--- config.mk ---
export PLATFORM = sky130hd
export DESIGN_NAME = alu_exec_stage_flat
export DESIGN_NICKNAME = d
export VERILOG_FILES = /design/src/rtl/alu_pkg.sv /design/src/rtl/alu_exec_stage_if.sv /design/src/rtl/alu_core.sv /design/src/rtl/alu_exec_stage.sv /design/src/flat_wrapper.sv
export SDC_FILE = /design/constraint.sdc
export NUM_CORES = 1
export LEC_CHECK = 0
export CAP_MARGIN = 20
export CELL_PAD_IN_SITES_DETAIL_PLACEMENT = 1
export CELL_PAD_IN_SITES_GLOBAL_PLACEMENT = 1
export CORE_UTILIZATION = 35
export DETAILED_ROUTE_END_ITERATION = 7
export HOLD_SLACK_MARGIN = 0.05
export PLACE_DENSITY = 0.76
export SLEW_MARGIN = 20
export SYNTH_ARGS = -nofsm -noshare
export SYNTH_HDL_FRONTEND = slang
export SYNTH_HIERARCHICAL = 1
export SYNTH_SLANG_ARGS = --single-unit
--- constraint.sdc ---
create_clock -name clk -period 5.45 [get_ports clk]
set_input_delay 1.635 -clock clk [delete_from_list [all_inputs] [get_ports clk]]
set_output_delay 1.635 -clock clk [all_outputs]
set_load 0.02 [all_outputs]
--- src/rtl/alu_pkg.sv ---
// Shared op codes and stage FSM encoding for the ALU execute stage.
package alu_pkg;

    localparam logic [3:0] OP_AND  = 4'd0;
    localparam logic [3:0] OP_OR   = 4'd1;
    localparam logic [3:0] OP_ADD  = 4'd2;
    localparam logic [3:0] OP_SUB  = 4'd3;
    localparam logic [3:0] OP_SLL  = 4'd4;
    localparam logic [3:0] OP_SRL  = 4'd5;
    localparam logic [3:0] OP_XOR  = 4'd6;
    localparam logic [3:0] OP_SLT  = 4'd7;
    localparam logic [3:0] OP_NOR  = 4'd8;
    localparam logic [3:0] OP_LUI  = 4'd9;
    localparam logic [3:0] OP_ADDU = 4'd10;
    localparam logic [3:0] OP_SUBU = 4'd11;

    typedef enum logic [1:0] {
        ST_IDLE  = 2'd0,
        ST_SHIFT = 2'd1,
        ST_DONE  = 2'd2
    } state_t;

endpackage

--- src/rtl/alu_exec_stage_if.sv ---
// Request/response bundle between the ALU control side and the exec stage.
interface alu_exec_stage_if #(parameter int WIDTH = 32);

    logic             InValid;
    logic             InReady;
    logic [3:0]       OperationALU;
    logic [WIDTH-1:0] A;
    logic [WIDTH-1:0] B;
    logic [4:0]       Shamt;
    logic             OutValid;
    logic             OutReady;
    logic [WIDTH-1:0] Result;
    logic             Zero;
    logic             Overflow;

    modport master (
        output InValid, OperationALU, A, B, Shamt, OutReady,
        input  InReady, OutValid, Result, Zero, Overflow
    );

    modport slave (
        input  InValid, OperationALU, A, B, Shamt, OutReady,
        output InReady, OutValid, Result, Zero, Overflow
    );

endinterface

--- src/rtl/alu_core.sv ---
// Single-cycle combinational ALU ops. Shifts are sequenced by the stage and
// give 0 here; unused codes also give 0.
import alu_pkg::*;

module alu_core #(
    parameter int WIDTH = 32
) (
    input  logic [3:0]       op,
    input  logic [WIDTH-1:0] a,
    input  logic [WIDTH-1:0] b,
    output logic [WIDTH-1:0] result,
    output logic             overflow
);

    logic [WIDTH-1:0] sum;
    logic [WIDTH-1:0] diff;

    assign sum  = a + b;
    assign diff = a - b;

    // Op decode; signed overflow only for the trapping add/sub.
    always_comb begin
        result   = '0;
        overflow = 1'b0;
        case (op)
            OP_AND:  result = a & b;
            OP_OR:   result = a | b;
            OP_ADD: begin
                result   = sum;
                overflow = (a[WIDTH-1] == b[WIDTH-1]) && (sum[WIDTH-1] != a[WIDTH-1]);
            end
            OP_SUB: begin
                result   = diff;
                overflow = (a[WIDTH-1] != b[WIDTH-1]) && (diff[WIDTH-1] != a[WIDTH-1]);
            end
            OP_XOR:  result = a ^ b;
            OP_SLT:  result = {{(WIDTH-1){1'b0}}, ($signed(a) < $signed(b))};
            OP_NOR:  result = ~(a | b);
            OP_LUI:  result = {b[15:0], {(WIDTH-16){1'b0}}};
            OP_ADDU: result = sum;
            OP_SUBU: result = diff;
            default: result = '0;
        endcase
    end

endmodule

--- src/rtl/alu_exec_stage.sv ---
// ALU execute stage: valid/ready handshake, one-bit-per-cycle shifter for
// SLL/SRL, and a registered result held until the consumer takes it.
import alu_pkg::*;

module alu_exec_stage #(
    parameter int WIDTH = 32
) (
    input  logic              clk,
    input  logic              rst,
    alu_exec_stage_if.slave   bus
);

    state_t           state;
    state_t           state_nxt;
    logic             in_ready;
    logic             accept;
    logic             is_shift;
    logic             start_shift;
    logic             cnt_last;
    logic [4:0]       cnt;
    logic             shl;
    logic [WIDTH-1:0] work;
    logic [WIDTH-1:0] work_nxt;
    logic [WIDTH-1:0] core_res;
    logic             core_ovf;
    logic [WIDTH-1:0] imm_res;
    logic [WIDTH-1:0] res_q;
    logic             zero_q;
    logic             ovf_q;

    alu_core #(.WIDTH(WIDTH)) u_core (
        .op       (bus.OperationALU),
        .a        (bus.A),
        .b        (bus.B),
        .result   (core_res),
        .overflow (core_ovf)
    );

    // In DONE a new request may ride on the same edge the result is taken.
    assign in_ready    = (state == ST_IDLE) || ((state == ST_DONE) && bus.OutReady);
    assign accept      = bus.InValid && in_ready;
    assign is_shift    = (bus.OperationALU == OP_SLL) || (bus.OperationALU == OP_SRL);
    assign start_shift = accept && is_shift && (bus.Shamt != 5'd0);
    assign cnt_last    = (cnt == 5'd1);
    assign work_nxt    = shl ? (work << 1) : (work >> 1);
    // A zero-distance shift is just a pass-through of B.
    assign imm_res     = is_shift ? bus.B : core_res;

    assign bus.InReady  = in_ready;
    assign bus.OutValid = (state == ST_DONE);
    assign bus.Result   = res_q;
    assign bus.Zero     = zero_q;
    assign bus.Overflow = ovf_q;

    // State register.
    always_ff @(posedge clk) begin
        if (rst) state <= ST_IDLE;
        else     state <= state_nxt;
    end

    // Next state; requests arriving while shifting are dropped.
    always_comb begin
        state_nxt = state;
        case (state)
            ST_IDLE: begin
                if (accept) state_nxt = start_shift ? ST_SHIFT : ST_DONE;
            end
            ST_SHIFT: begin
                if (cnt_last) state_nxt = ST_DONE;
            end
            ST_DONE: begin
                if (accept)            state_nxt = start_shift ? ST_SHIFT : ST_DONE;
                else if (bus.OutReady) state_nxt = ST_IDLE;
            end
            default: state_nxt = ST_IDLE;
        endcase
    end

    // Datapath: capture immediate results or step the shifter.
    always_ff @(posedge clk) begin
        if (rst) begin
            work   <= '0;
            cnt    <= '0;
            shl    <= 1'b0;
            res_q  <= '0;
            zero_q <= 1'b0;
            ovf_q  <= 1'b0;
        end else if (accept) begin
            if (start_shift) begin
                work <= bus.B;
                cnt  <= bus.Shamt;
                shl  <= (bus.OperationALU == OP_SLL);
            end else begin
                res_q  <= imm_res;
                zero_q <= (imm_res == '0);
                ovf_q  <= is_shift ? 1'b0 : core_ovf;
            end
        end else if (state == ST_SHIFT) begin
            work <= work_nxt;
            cnt  <= cnt - 5'd1;
            if (cnt_last) begin
                res_q  <= work_nxt;
                zero_q <= (work_nxt == '0);
                ovf_q  <= 1'b0;
            end
        end
    end

endmodule

--- src/flat_wrapper.sv ---
// flat-port wrapper written by rule: the top's interface ports become plain ports
module alu_exec_stage_flat 
#(
    parameter int WIDTH = 32
)
  (clk, rst, bus_InValid, bus_OperationALU, bus_A, bus_B, bus_Shamt, bus_OutReady, bus_InReady, bus_OutValid, bus_Result, bus_Zero, bus_Overflow);
  alu_exec_stage_if #(.WIDTH(WIDTH)) bus_i ();
  input  logic clk;
  input  logic rst;
  input wire logic [$bits(bus_i.InValid)-1:0] bus_InValid;
  input wire logic [$bits(bus_i.OperationALU)-1:0] bus_OperationALU;
  input wire logic [$bits(bus_i.A)-1:0] bus_A;
  input wire logic [$bits(bus_i.B)-1:0] bus_B;
  input wire logic [$bits(bus_i.Shamt)-1:0] bus_Shamt;
  input wire logic [$bits(bus_i.OutReady)-1:0] bus_OutReady;
  output wire logic [$bits(bus_i.InReady)-1:0] bus_InReady;
  output wire logic [$bits(bus_i.OutValid)-1:0] bus_OutValid;
  output wire logic [$bits(bus_i.Result)-1:0] bus_Result;
  output wire logic [$bits(bus_i.Zero)-1:0] bus_Zero;
  output wire logic [$bits(bus_i.Overflow)-1:0] bus_Overflow;
  assign bus_i.InValid = bus_InValid;
  assign bus_i.OperationALU = bus_OperationALU;
  assign bus_i.A = bus_A;
  assign bus_i.B = bus_B;
  assign bus_i.Shamt = bus_Shamt;
  assign bus_i.OutReady = bus_OutReady;
  assign bus_InReady = bus_i.InReady;
  assign bus_OutValid = bus_i.OutValid;
  assign bus_Result = bus_i.Result;
  assign bus_Zero = bus_i.Zero;
  assign bus_Overflow = bus_i.Overflow;
  alu_exec_stage #(.WIDTH(WIDTH)) u_core (.clk(clk), .rst(rst), .bus(bus_i));
endmodule
; ---- Yosys cells after proc, flatten, opt, wreduce, memory -nomap -nowiden
; Index checks and enable logic that the tools add are counted.
[word_totals]
rom_bits = 0
n_memories = 0
latchBits = 0
word_cells = 88
ram_bits = 0
register_bits = 74
[op_classes]
n_shift = 0
muxes = 29
addsub = 3
bitwise_logic = 4
multipliers = 0
div_mod_pow = 0
order_cmp = 1
eq_ne = 23
reduce_logical = 21
[op_table]
columns = operator, count
row1 = 32-bit 2-to-1 mux, 9
row2 = 32-bit case mux with 8 select lines, 1
row3 = 32-bit logical NOT, 2
row4 = 32-bit adder, 1
row5 = 32-bit AND, 1
row6 = 32-bit less-than comparator, 1
row7 = 32-bit NOT, 1
row8 = 32-bit bitwise OR, 1
row9 = 32-bit subtractor, 1
row10 = 32-bit XOR, 1
row11 = "4-bit by 3-bit == test with 1-bit output, second input constant", 4
row12 = "4-bit == test, second input constant", 4
row13 = 5-bit 2-to-1 mux, 3
row14 = 2-bit 2-to-1 mux, 5
row15 = 1-bit 2-to-1 mux, 9
row16 = "4-bit by 2-bit == test with 1-bit output, second input constant", 2
row17 = 1-bit logical AND, 6
row18 = 2-bit case mux with 3 select lines, 1
row19 = 3-bit AND reduction, 2
row20 = "5-bit by 1-bit == test with 1-bit output, second input constant", 1
row21 = 5-bit nonzero test, 1
row22 = "5-bit by 1-bit subtractor with 5-bit output, second input constant", 1
row23 = "4-bit by 1-bit == test with 1-bit output, second input constant", 1
row24 = 4-bit logical NOT, 1
row25 = other kinds (13), 21

; ---- Logic depth before layout (Yosys ltp)
[depth]
ltp_word = 9
ltp_mapped = 17

; ---- By module
; The synthesis kept the hierarchy.
[modules_own_cells]
columns = mod, area_each_um2, cells_each, seq_area_each_um2, instances
row1 = alu_core, 5381.4, 825, 0.0, 1
row2 = alu_exec_stage, 4140.2, 580, 1481.4, 1

; ---- Least setup slack after synthesis
; No wires, ideal clock.
[synth_timing]
kind = in2reg
startpoint = input port bus_A[5]
endpoint = register u_core.zero_q (netlist: u_core/bus.Zero)
arrival_time_ns = 4.664
stages = 17
setup_time_ns = 0.088
setup_slack_ns = 0.698
t_required_ns = 5.362
path_buffers = 1
path_cell_list = inv_1 ha_1 clkbuf_1 a21oi_1 nand2_1 a41o_2 a211o_1 a31oi_1 o21bai_1 a21o_1 a221o_1 a21o_1 nor4_1 nand4_1 a21oi_1 o21ai_0 a311oi_2
[synth_between]
elab_cells_between_ends = 12
[synth_lines]
columns = element, line_no
row1 = from (decl), flat_wrapper.sv:12  ; input wire logic [$bits(bus_i.A)-1:0] bus_A;
row2 = 32-bit subtractor or 32-bit adder (tied branches), "alu_core.sv:19, alu_core.sv:18"
row3 = 32-bit case mux with 8 select lines (*), alu_core.sv:25  ; case (op)
row4 = net u_core.core_res[16], alu_exec_stage.sv:24  ; logic [WIDTH-1:0] core_res;
row5 = 32-bit 2-to-1 mux (*), alu_exec_stage.sv:47  ; assign imm_res = is_shift ? bus.B : core_res;
row6 = 32-bit logical NOT (*), alu_exec_stage.sv:95  ; zero_q <= (imm_res == '0);
row7 = 1-bit 2-to-1 mux (*), alu_exec_stage.sv:89  ; if (start_shift) begin
row8 = 1-bit 2-to-1 mux (*), alu_exec_stage.sv:88  ; end else if (accept) begin
row9 = to (signal assigned), alu_exec_stage.sv:95
row10 = to (signal assigned), alu_exec_stage.sv:103  ; zero_q <= (work_nxt == '0);
row11 = to (decl), alu_exec_stage.sv:28  ; logic zero_q;
; The timed path passes the listed nets; every way through them passes the cells marked *. The select of a mux whose other input is x is not followed.
; A chain may end at the register's enable or synchronous reset.

; ---- Worst setup path after layout
[layout_timing]
startpoint = input port bus_B[2]
endpoint = register u_core.zero_q (netlist: u_core/bus.Zero)
[layout_between]
elab_cells_between_ends = 12
[layout_lines]
columns = element, line_no
row1 = from (decl), flat_wrapper.sv:13  ; input wire logic [$bits(bus_i.B)-1:0] bus_B;
row2 = 32-bit subtractor or 32-bit adder (tied branches), "alu_core.sv:19, alu_core.sv:18"
row3 = 32-bit case mux with 8 select lines (*), alu_core.sv:25
row4 = net u_core.core_res[17], alu_exec_stage.sv:24
row5 = 32-bit 2-to-1 mux (*), alu_exec_stage.sv:47
row6 = 32-bit logical NOT (*), alu_exec_stage.sv:95
row7 = 1-bit 2-to-1 mux (*), alu_exec_stage.sv:89
row8 = 1-bit 2-to-1 mux (*), alu_exec_stage.sv:88
; Marks and branches as above.

==> run metrics <==
register bit count reported by yosys=74; All-Layer GR Usage=33.0%; hold_buf cts=0; Simple-Gate Fraction of Synth Area=24.8%; startpoint types=input port; drt initial violations=1,282; adder-cell share of the synthesized area=approximately 14%; Reg clk slew, reported paths=~0.060 ns; Final Max Tran Viols=0; Worst Path Required=5.70 ns; f_max=187 MHz; XOR/XNOR share of the synthesized area=1.10%; MaxCap Viol Count=0; crit path max fanout=2; largest family of logic cells by synthesized area=compound AO/OA/AOI/OAI gates; chip height=167 microns; Reg2Reg Setup Slack=roughly 2.7 ns; CTS tree=built; P_int=1.54 mW; Slew headroom=24.1%; Pwr Total=roughly 2.5 mW; CP Class=input port to flip-flop; Routability Congestion=0.998; status=completed; die area=27,900 sq um; Logic pwr share=about half; # diodes=0; Core Area=26,800 sq um; Post-synth EDFFs=0; switching share of power=38.9%; post-synthesis compound-gate area fraction=32.3%; Final Hold Viols=0; DR vias/cell=approximately 6; Min-Delay Startpoint=u_core/bus.Result[5]; vias in the first global route=12,400; Root Driver=clkbuf_16; Tmin final=~5.3 ns; CP endpoint kind=flip-flop; DR WL/cell=23.0 microns; initial antenna violation count=0; hold endpoint=u_core/bus.Result[5]; worst slew pin tran=1.14 ns; design area=13,300 sq um; Congestion Overflow GR=0; biggest area consumer among synthesized cells=dfxtp_1; dpl cells=approximately 2,000; library cells used by synthesis=78; WL final=between 40 and 50 mm; TritonCTS Buffers=9; pre-CTS setup slack=-0.820 ns; share of the synthesized area in the top cell type=roughly 16%; DPL Wire Length=36.3 mm; Clock power frac=26.6%; Initial Utilization=a little over a third; Reg-to-Reg Start=u_core/shl; Core Rows=60; hold path depth=2; pin count of the biggest net entering global routing=44; Avg Inst Size Synth=about 6.8 sq um; Non-Filler Instances=a little over 2,000; Post-Place Cell Area=around 13,000 sq um; Pleak=5.80 nW; drt first pass iters=6; port bufs=112; mux share of post-synthesis cell area=4.03%; Residual DRC=0; IO Count=roughly 110; Fin Hold WS=between 0.4 and 0.5 ns; Synth area leaders=dfxtp_1, ha_1, nand2_1; worst vdd rail ir drop=~0.14 mV; total clock sinks=74; final period utilization=98.1%; H-tree depth=3; Final Skew=0.00951 ns; Seq/Total Area, Yosys=around 16%; post-synth net total=1,586; synthesized area=~9500 sq um; Clk Latency, worst-skew pair=0.34 ns; worst min-delay path category=flip-flop to flip-flop; die width=167 microns; via count=12,400; layout cells sized above 1=20.9%; Final setup viols=0; P_sw=0.979 mW; Ys Warns=6; Area Overhead vs Synth=39.6%; R2R Path End=u_core/bus.Zero; Nets=1,868; Top FF cell, synth=dfxtp_1; Reg2Reg Depth=5; clock tree buffer depth=2; post-synthesis instance total=about 1,400; critical path data arrival time=roughly 5.6 ns; global-route wire length before repair=~72 mm; fraction of registers with async set/reset=0%; Routed Antenna Nets=0; PnR worst setup slack=0.103 ns; pwr/cell area=approximately 190 nW/um^2; sequential fraction of design power=23.7%; fillers=3,412
## layout by cell type (no fill, tap or decap), types with 5 or more instances in the layout
| cell | netlist | layout |
|---|---|---|
| or4_1 | 6 | 6 |
| inv_1 | 96 | 93 |
| nor3_2 | 0 | 6 |
| o21a_1 | 14 | 14 |
| dlymetal6s2s_1 | 0 | 13 |
| xnor2_1 | 9 | 9 |
| mux2i_1 | 35 | 35 |
| nand2b_1 | 7 | 7 |
| or3_1 | 6 | 6 |
| a21oi_1 | 151 | 148 |
| a211oi_1 | 15 | 11 |
| a31oi_1 | 11 | 7 |
| a21o_1 | 23 | 23 |
| clkdlybuf4s50_1 | 0 | 96 |
| a22oi_1 | 10 | 10 |
| nor3_1 | 25 | 19 |
| o21ai_1 | 4 | 13 |
| nor2b_1 | 14 | 14 |
| nor4_1 | 19 | 17 |
| nand3_1 | 81 | 81 |
| buf_4 | 3 | 260 |
| ha_1 | 102 | 96 |
| clkbuf_16 | 0 | 9 |
| or2_2 | 6 | 6 |
| o211ai_1 | 45 | 45 |
| o21ai_0 | 72 | 59 |
| o22ai_1 | 13 | 12 |
| and2_1 | 5 | 5 |
| a221oi_1 | 23 | 21 |
| o221ai_1 | 8 | 7 |
| o21bai_1 | 13 | 12 |
| dfxtp_1 | 74 | 73 |
| nand4_1 | 12 | 12 |
| a221o_1 | 16 | 16 |
| ha_4 | 0 | 5 |
| nor2_1 | 89 | 86 |
| nand2_1 | 221 | 221 |
## per-stage QoR
step / utilization, % / TNS [ns]
after global routing: 49.6 / -0.122
after floorplan: - / 0
after detailed placement: 46.8 / -4.13
after CTS: 48.5 / 0
after global placement: 46.8 / -3.01
final: 49.6 / 0
## synth_stat cells (25+ instances only)
cell / count
ha_1: 102
inv_1: 96
o21ai_0: 72
nor2_1: 89
a21oi_1: 151
nor3_1: 25
mux2i_1: 35
nand2_1: 221
dfxtp_1: 74
clkbuf_1: 64
nand3_1: 81
o211ai_1: 45
## worst max path at each step
stage          startpoint         endpoint  slack (ns)  cells past startpoint
2_1_floorplan    bus_A[5]  u_core/bus.Zero        0.70                     17
3_3_place_gp     bus_B[0]  u_core/bus.Zero       -0.71                     18
3_5_place_dp     bus_A[0]  u_core/bus.Zero       -0.82                     19
4_1_cts          bus_B[0]  u_core/bus.Zero       0.003                     19
5_1_grt         bus_B[10]  u_core/bus.Zero       -0.12                     19
6_report         bus_B[2]  u_core/bus.Zero        0.10                     19
## cells by family (layout without fill, tap and decap cells)
group	Yosys count	count (layout)
muxes	38	38
adders and majority gates	104	104
AOI/OAI and AO/OA	465	465
DFF	74	74
xor gates and xnor gates	12	12
and+or+nand+nor	514	514
buffers and inverters	198	485
## area by class of cell
class / count / area (sq um) / share of cell area [%]
Tap cell: 341 / 427 / 3.21
Clock buffer: 11 / 253 / 1.90
Sequential cell: 74 / 1480 / 11.2
Inverter: 96 / 360 / 2.71
Timing Repair Buffer: 373 / 3110 / 23.4
Multi-Input combinational cell: 1133 / 7570 / 56.9
Clock inverter: 5 / 85.1 / 0.640
## timing repair
action / CTS / global route
gates cloned: 0 / 0
buffers inserted: 2 / 12
endpoints found under the setup margin: 4 / 9
resized for setup: 27 / 55
pin swaps: 7 / 33
## state kept, by name, indices dropped and copies added (netlist names)
register             count
u_core/bus.Result       32
u_core/cnt               5
u_core/state             2
u_core/bus.Zero          1
u_core/work             32
u_core/shl               1
u_core/bus.Overflow      1
## critical path, cell delays in order
cell and delay (ns):
dlymetal6s2s_1 0.16, inv_1 0.10, ha_1 0.23, or2_2 0.30
o211ai_1 0.36, buf_4 0.19, a31oi_1 0.13, nor3_1 0.31
o21bai_1 0.17, a2111oi_2 0.40, buf_4 0.18, a211oi_1 0.04
a311oi_1 0.26, o21ai_2 0.16, nor4_2 0.27, nand4_1 0.16
a21oi_2 0.20, o21ai_1 0.10, a311oi_2 0.24
## per-layer routing
layer	routed length [microns]	track usage (%)	vias to the layer above
met4	2110	13.9	0
met2	21200	53.6	554
met1	19900	43.3	6069
met5	0	0	-
met3	3540	5.04	115
li1	-	-	5619
## power by group through the flow
stage                     combinational, mW  sequential (mW)  clock (mW)
after global placement                 1.13            0.606           0
after global routing                   1.33            0.600       0.702
after CTS                              1.18            0.596       0.676
final                                  1.25            0.596       0.670
after floorplan                       0.580            0.617           0
after detailed placement               1.15            0.607           0
(Power assumes the default switching activity.)
